--- src/rtl/i3c_pkg.sv ---
// Shared I3C types and constants for the target-side SDR receive path.
package i3c_pkg;

  typedef enum logic [2:0] {
    IDLE,
    ADDR,
    ADDR_ACK,
    DATA,
    TBIT,
    WAIT_STOP
  } i3c_tgt_rx_state_e;

  localparam logic [6:0] I3C_BCAST_ADDR = 7'h7E;

endpackage

--- src/rtl/i3c_bus_cond_det.sv ---
// SCL/SDA synchroniser with SCL edge strobes and START/STOP strobes.
module i3c_bus_cond_det #(
  parameter int SyncStages = 2
) (
  input  logic clk_i,
  input  logic rst_i,
  input  logic scl_i,
  input  logic sda_i,
  output logic sda_lvl_o,
  output logic scl_rise_o,
  output logic scl_fall_o,
  output logic start_o,
  output logic stop_o
);

  logic [SyncStages-1:0] scl_sync_q, sda_sync_q;
  logic                  scl_prev_q, sda_prev_q;
  logic                  scl_s, sda_s;

  // Reset to the idle-bus level so leaving reset produces no false edges.
  always_ff @(posedge clk_i or posedge rst_i) begin
    if (rst_i) begin
      scl_sync_q <= '1;
      sda_sync_q <= '1;
      scl_prev_q <= 1'b1;
      sda_prev_q <= 1'b1;
    end else begin
      scl_sync_q <= {scl_sync_q[SyncStages-2:0], scl_i};
      sda_sync_q <= {sda_sync_q[SyncStages-2:0], sda_i};
      scl_prev_q <= scl_s;
      sda_prev_q <= sda_s;
    end
  end

  assign scl_s      = scl_sync_q[SyncStages-1];
  assign sda_s      = sda_sync_q[SyncStages-1];
  assign sda_lvl_o  = sda_s;
  assign scl_rise_o = scl_s & ~scl_prev_q;
  assign scl_fall_o = ~scl_s & scl_prev_q;
  // SCL must be stably high across the SDA transition.
  assign start_o    = scl_s & scl_prev_q & ~sda_s & sda_prev_q;
  assign stop_o     = scl_s & scl_prev_q & sda_s & ~sda_prev_q;

endmodule

--- src/rtl/i3c_target_sdr_rx.sv ---
// I3C target SDR receiver: header match/ACK, T-bit checked write bytes on a valid/ready stream.
module i3c_target_sdr_rx
  import i3c_pkg::*;
#(
  parameter int         SyncStages = 2,
  parameter logic [6:0] BcastAddr  = I3C_BCAST_ADDR
) (
  input  logic       clk_i,
  input  logic       rst_i,
  input  logic       enable_i,
  input  logic       scl_i,
  input  logic       sda_i,
  output logic       sda_o,
  input  logic [6:0] static_addr_i,
  input  logic [6:0] dyn_addr_i,
  input  logic       dyn_addr_valid_i,
  output logic [7:0] rx_data_o,
  output logic       rx_bcast_o,
  output logic       rx_valid_o,
  input  logic       rx_ready_i,
  output logic       start_det_o,
  output logic       stop_det_o,
  output logic       parity_err_o,
  output logic       overflow_o,
  output logic       busy_o
);

  logic scl_rise, scl_fall, sda_lvl, start_stb, stop_stb;

  i3c_bus_cond_det #(.SyncStages(SyncStages)) u_cond (
    .clk_i      (clk_i),
    .rst_i      (rst_i),
    .scl_i      (scl_i),
    .sda_i      (sda_i),
    .sda_lvl_o  (sda_lvl),
    .scl_rise_o (scl_rise),
    .scl_fall_o (scl_fall),
    .start_o    (start_stb),
    .stop_o     (stop_stb)
  );

  i3c_tgt_rx_state_e state_q, state_d;
  logic [3:0] bitcnt_q, bitcnt_d;
  logic [7:0] shift_q, shift_d, rx_data_q, rx_data_d;
  logic       bcast_q, bcast_d, sda_q, sda_d;
  logic       rx_bcast_q, rx_bcast_d, rx_valid_q, rx_valid_d;
  logic       start_q, start_d, stop_q, stop_d, perr_q, perr_d, ovf_q, ovf_d;
  logic       load_q, load_d;
  logic [6:0] act_addr;
  logic       hdr_match;

  assign act_addr  = dyn_addr_valid_i ? dyn_addr_i : static_addr_i;
  assign hdr_match = ~shift_q[0] & ((shift_q[7:1] == act_addr) | (shift_q[7:1] == BcastAddr));

  always_ff @(posedge clk_i or posedge rst_i) begin
    if (rst_i) begin
      state_q    <= IDLE;
      bitcnt_q   <= '0;
      shift_q    <= '0;
      bcast_q    <= 1'b0;
      sda_q      <= 1'b1;
      rx_data_q  <= '0;
      rx_bcast_q <= 1'b0;
      rx_valid_q <= 1'b0;
      start_q    <= 1'b0;
      stop_q     <= 1'b0;
      perr_q     <= 1'b0;
      ovf_q      <= 1'b0;
      load_q     <= 1'b0;
    end else begin
      state_q    <= state_d;
      bitcnt_q   <= bitcnt_d;
      shift_q    <= shift_d;
      bcast_q    <= bcast_d;
      sda_q      <= sda_d;
      rx_data_q  <= rx_data_d;
      rx_bcast_q <= rx_bcast_d;
      rx_valid_q <= rx_valid_d;
      start_q    <= start_d;
      stop_q     <= stop_d;
      perr_q     <= perr_d;
      ovf_q      <= ovf_d;
      load_q     <= load_d;
    end
  end

  always_comb begin
    state_d    = state_q;
    bitcnt_d   = bitcnt_q;
    shift_d    = shift_q;
    bcast_d    = bcast_q;
    sda_d      = sda_q;
    rx_data_d  = rx_data_q;
    rx_bcast_d = rx_bcast_q;
    rx_valid_d = rx_valid_q;
    start_d    = 1'b0;
    stop_d     = 1'b0;
    perr_d     = 1'b0;
    ovf_d      = 1'b0;
    load_d     = 1'b0;

    // Output stream runs independently of the bus FSM and of enable_i.
    if (rx_valid_q && rx_ready_i) rx_valid_d = 1'b0;
    if (load_q) begin
      if (rx_valid_q && !rx_ready_i) begin
        ovf_d = 1'b1;
      end else begin
        rx_data_d  = shift_q;
        rx_bcast_d = bcast_q;
        rx_valid_d = 1'b1;
      end
    end

    if (!enable_i) begin
      state_d  = IDLE;
      bitcnt_d = '0;
      sda_d    = 1'b1;
    end else if (stop_stb) begin
      state_d  = IDLE;
      bitcnt_d = '0;
      sda_d    = 1'b1;
      stop_d   = 1'b1;
    end else if (start_stb) begin
      state_d  = ADDR;
      bitcnt_d = '0;
      sda_d    = 1'b1;
      start_d  = 1'b1;
    end else begin
      unique case (state_q)
        ADDR: begin
          if (scl_rise) begin
            shift_d  = {shift_q[6:0], sda_lvl};
            bitcnt_d = bitcnt_q + 4'd1;
          end
          if (scl_fall && bitcnt_q == 4'd8) begin
            bitcnt_d = '0;
            if (hdr_match) begin
              state_d = ADDR_ACK;
              sda_d   = 1'b0;
              bcast_d = (shift_q[7:1] == BcastAddr);
            end else begin
              state_d = WAIT_STOP;
            end
          end
        end
        ADDR_ACK: begin
          if (scl_fall) begin
            sda_d   = 1'b1;
            state_d = DATA;
          end
        end
        DATA: begin
          if (scl_rise) begin
            shift_d  = {shift_q[6:0], sda_lvl};
            bitcnt_d = bitcnt_q + 4'd1;
            if (bitcnt_q == 4'd7) state_d = TBIT;
          end
        end
        TBIT: begin
          // T is not shifted in, so shift_q still holds the byte for the load cycle.
          if (scl_rise) begin
            bitcnt_d = '0;
            if (^{shift_q, sda_lvl}) begin
              load_d  = 1'b1;
              state_d = DATA;
            end else begin
              perr_d  = 1'b1;
              state_d = WAIT_STOP;
            end
          end
        end
        default: ;
      endcase
    end
  end

  assign sda_o        = sda_q;
  assign rx_data_o    = rx_data_q;
  assign rx_bcast_o   = rx_bcast_q;
  assign rx_valid_o   = rx_valid_q;
  assign start_det_o  = start_q;
  assign stop_det_o   = stop_q;
  assign parity_err_o = perr_q;
  assign overflow_o   = ovf_q;
  assign busy_o       = (state_q != IDLE);

endmodule

--- config.mk ---
export PLATFORM = sky130hd
export DESIGN_NAME = i3c_target_sdr_rx
export DESIGN_NICKNAME = d
export VERILOG_FILES = /design/src/rtl/i3c_pkg.sv /design/src/rtl/i3c_bus_cond_det.sv /design/src/rtl/i3c_target_sdr_rx.sv
export SDC_FILE = /design/constraint.sdc
export NUM_CORES = 1
export LEC_CHECK = 0
export ABC_AREA = 1
export CORE_ASPECT_RATIO = 1.2
export CORE_MARGIN = 1.5
export CORE_UTILIZATION = 40
export CTS_CLUSTER_DIAMETER = 200
export DETAILED_ROUTE_END_ITERATION = 10
export PLACE_DENSITY = 0.65
export RECOVER_POWER = 50
export SYNTH_ARGS = -nofsm -noshare
export SYNTH_HDL_FRONTEND = slang
export SYNTH_HIERARCHICAL = 1
export SYNTH_SLANG_ARGS = --single-unit
--- constraint.sdc ---
create_clock -name clk_i -period 2.05 [get_ports clk_i]
set_input_delay 0.41 -clock clk_i [delete_from_list [all_inputs] [get_ports clk_i]]
set_output_delay 0.41 -clock clk_i [all_outputs]
set_load 0.1 [all_outputs]
==> results by group <==
GRT
  • GRT Max-Usage Layer: met2
  • GRT overflow: 0
  • Largest net degree at the start of global routing: 33
  • Met3 usage: 3.88%
  • Met1 usage: 20.5%
  • Total track usage: 17.6%
  • First-pass GRT wire length: 7.35 mm
  • Initial antenna violation count: 0
  • Vias in the first global route: 1695
  • Grt met2 use: 31.3%

Logic synthesis
  • Cell variety after synth: 32
  • Ys Warns: 6
  • Number of synthesized register bits: 38
  • Post-synthesis mux area share: 0%
  • Post-Synth XOR/XNOR Area: 1.72%
  • Post-Synth Adder-Cell Area: 3.07%
  • Avg Inst Size Synth: 7.73 sq um
  • Synthesized Nets: 290
  • Post-Syn Area: 2040 sq um
  • Simple-gate area share of the yosys netlist: 28.6%
  • Post-Synthesis Cells: 264
  • Largest family of logic cells by synthesized area: simple AND/OR/NAND/NOR gates
  • Synth Area in Compound Gates: 9.99%
  • Seq/Total Area, Yosys: 47.0%

Worst setup path
  • Critical path's top delay family: simple AND/OR/NAND/NOR gates
  • Flop2flop setup slack: 0.26 ns
  • Worst path slowest cell: clkdlybuf4s50_1
  • Most Frequent Cell on Critical Path: nand2_1
  • Worst-path fanout max: 9
  • CP bufs+invs: 3
  • Cell chain of the critical path: clkdlybuf4s50_1, buf_4, inv_8, nand2_1, nand3_1, nand2_1, nand3_1, o21bai_2, nand2_1, nand2_1, nand3_1, nand2_1, nand2_1
  • Reg2Reg Depth: 9
  • Critical Path RT: 2.26 ns
  • Worst setup EP type: flop
  • Slowest cell delay on critical path: 0.45 ns
  • Startpoint class of the critical path: primary input
  • R2r endpoint: state_q[1]
  • Worst EP arrival: 2.01 ns
  • CP Class: primary input to flop
  • Reg2reg start: shift_q[5]

Detailed routing
  • Antenna Violating Nets Remaining: 0
  • Average wire per standard cell: 11.2 um
  • First-pass iteration count of the detailed router: 4
  • # DRC: 0
  • Via count: 1747
  • Drt total wl: 4.17 mm
  • Via/cell ratio: 4.71
  • DR iter-0 viols: 76

STA
  • Setup Skew: 0.00688 ns
  • Final setup violation count: 0
  • Period minus WS final: 1.80 ns
  • Final Cycle Share: 87.8%
  • Slew Viols, Final: 0
  • RSZ-0062 raised after global routing: no
  • Slew HR: 47.0%
  • Slew @ Worst Pin: 0.795 ns
  • Final hold vios: 0
  • FMAX: 556 MHz

Placement
  • Placed Area: 2490 sq um
  • Dpl hpwl: 3.17 mm
  • GP Congestion: 0.902
  • IO Port Bufs: 36

Finish
  • Layout area overhead: 28.7%
  • # diodes: 0
  • Share of cells above drive strength 1: 16.1%
  • Final instance area: 2630 sq um
  • Filler instances: 489
  • Nets: 336
  • Most common cell after layout, fill and taps aside: nand2_1
  • Most frequent cells in the layout: nand2_1 (85), inv_1 (43), dfrtp_1 (31), buf_4 (19)

Clock tree
  • H-tree levels: 2
  • Num CTS Buffers: 5
  • Skew-Pair Late Insertion Delay: 0.29 ns
  • Post_cts resized: 0
  • CTS tree: done
  • CTS Buffer Depth: 2
  • CTS Hold Bufs: 0
  • Clk slew on worst S/H paths: 0.08 ns
  • CTS Root Cell: clkbuf_8
  • Clock sink count: 38
  • # Post-CTS Setup Buffers: 0

Power and ir drop
  • Total power: 0.00308 W
  • Static leakage: 1.41 nW
  • Power Dens Cells: 1170 nW/um^2
  • Peak supply drop: 0.595 mV

Worst hold path
  • Min-Delay Path Depth: 0
  • Hold EP: u_cond/scl_sync_q[1]
  • Hold Crit Start: u_cond/scl_sync_q[0]
  • Worst hold path type: flop to flop

Floorplanning
  • Die W: 68.2 um
  • Rows: 28
  • Core Region: 4940 sq um
  • Die ar.: 5540 sq um
  • I/O pin count: 37
  • Starting density of the core: 41.3%
  • Die height: 81.2 um

Outcome
  • Status: finished, final reports clean

Job
  • Max-cap violations: 0
==> layout make-up <==
cell class | instances | area, sq um | share of cell area, %
Clock inverter | 2 | 60.1 | 2.29
Inverter | 45 | 176 | 6.72
Sequential cell | 38 | 960 | 36.5
Timing Repair Buffer | 42 | 388 | 14.8
Tap cell | 60 | 75.1 | 2.86
Multi-Input combinational cell | 178 | 885 | 33.7
Clock buffer | 6 | 82.6 | 3.14
==> power by group <==
part	total [W]	switching (W)	internal, W	leakage (nW)
sequential	0.000989	0.000102	0.000887	0.488
combinational	0.00131	0.000895	0.000414	0.854
clock	0.000785	0.000266	0.000519	0.0714
total	0.00308	0.00126	0.00182	1.41
==> sequential cells by signal, summed over array words and instances (netlist names) <==
signal,cells
u_cond/scl_sync_q,2
u_cond/scl_prev_q,1
parity_err_o,1
bitcnt_q,4
bcast_q,1
sda_o,1
rx_data_o,8
shift_q,8
u_cond/sda_prev_q,1
state_q,3
start_det_o,1
u_cond/sda_sync_q,2
load_q,1
rx_valid_o,1
stop_det_o,1
overflow_o,1
rx_bcast_o,1
==> how the worst max path moves through the flow <==
stage,from,end,slack [ns],cells past startpoint
2_1_floorplan,rx_valid_o,rx_data_o[7],0.28,5
3_3_place_gp,dyn_addr_valid_i,sda_o,-0.009,15
3_5_place_dp,dyn_addr_valid_i,state_q[0],-0.03,15
4_1_cts,shift_q[5],state_q[1],0.23,9
5_1_grt,u_cond/scl_sync_q[1],state_q[0],0.02,12
6_report,dyn_addr_valid_i,sda_o,0.25,13
==> per-layer routing <==
layer | share of wire, % | vias up
met1 | 46 | 791
met4 | 0.91 | 0
met3 | 3.4 | 5
li1 | - | 914
met2 | 50 | 37
met5 | 0 | -
==> cells in the mapped netlist, drive strengths merged <==
| master | n | area share [%] |
|---|---|---|
| nand2 | 88 | 17 |
| dfrtp | 31 | 38 |
| o21ai | 20 | 5.1 |
| a22oi | 1 | 1.0 |
| inv | 45 | 8.6 |
| ha | 5 | 3.1 |
| a21oi | 6 | 1.5 |
| o211ai | 2 | 0.74 |
| a211oi | 1 | 0.37 |
| dfstp | 7 | 9.0 |
| xor2 | 1 | 0.43 |
| nor2 | 22 | 4.5 |
| buf | 2 | 0.80 |
| o21bai | 1 | 0.55 |
| o21a | 1 | 0.37 |
| xnor2 | 3 | 1.3 |
| nand3 | 19 | 4.9 |
| nor4 | 1 | 0.31 |
| a21o | 1 | 0.37 |
| clkbuf | 1 | 0.18 |
| or2 | 1 | 0.31 |
| nor3 | 1 | 0.25 |
| nand4 | 4 | 1.2 |
==> per-stage QoR <==
stage | std cells | util (%) | setup WS [ns] | TNS, ns | hold WS, ns
finish | 371 | 53.2 | 0.250 | 0 | 0.352
global route | 371 | 53.2 | 0.0155 | 0 | 0.355
CTS | 371 | 53.2 | 0.232 | 0 | 0.357
detailed placement | 363 | 50.3 | -0.0287 | -0.0533 | 0.349
global placement | 363 | 50.3 | -0.00919 | -0.00926 | 0.346
floorplan | 264 | - | 0.281 | 0 | 0.345
==> cells by family (layout without fill, tap and decap cells) <==
family / count (synthesis) / count (layout)
xor+xnor: 4 / 4
buf+inv: 48 / 95
compound gates: 33 / 33
simple gates: 136 / 136
fa+ha+maj: 5 / 5
flops: 38 / 38
==> worst register-to-register path: stages, from the launching register on <==
cell and delay [ns]:
dfrtp_1 0.43, ha_1 0.32, xnor2_1 0.20, xor2_1 0.19
or2_1 0.14, nand2_1 0.06, a21oi_1 0.16, nand2_1 0.06
nand2_1 0.06, nand2_1 0.06
No activity file was read; power rests on OpenSTA's default activity.
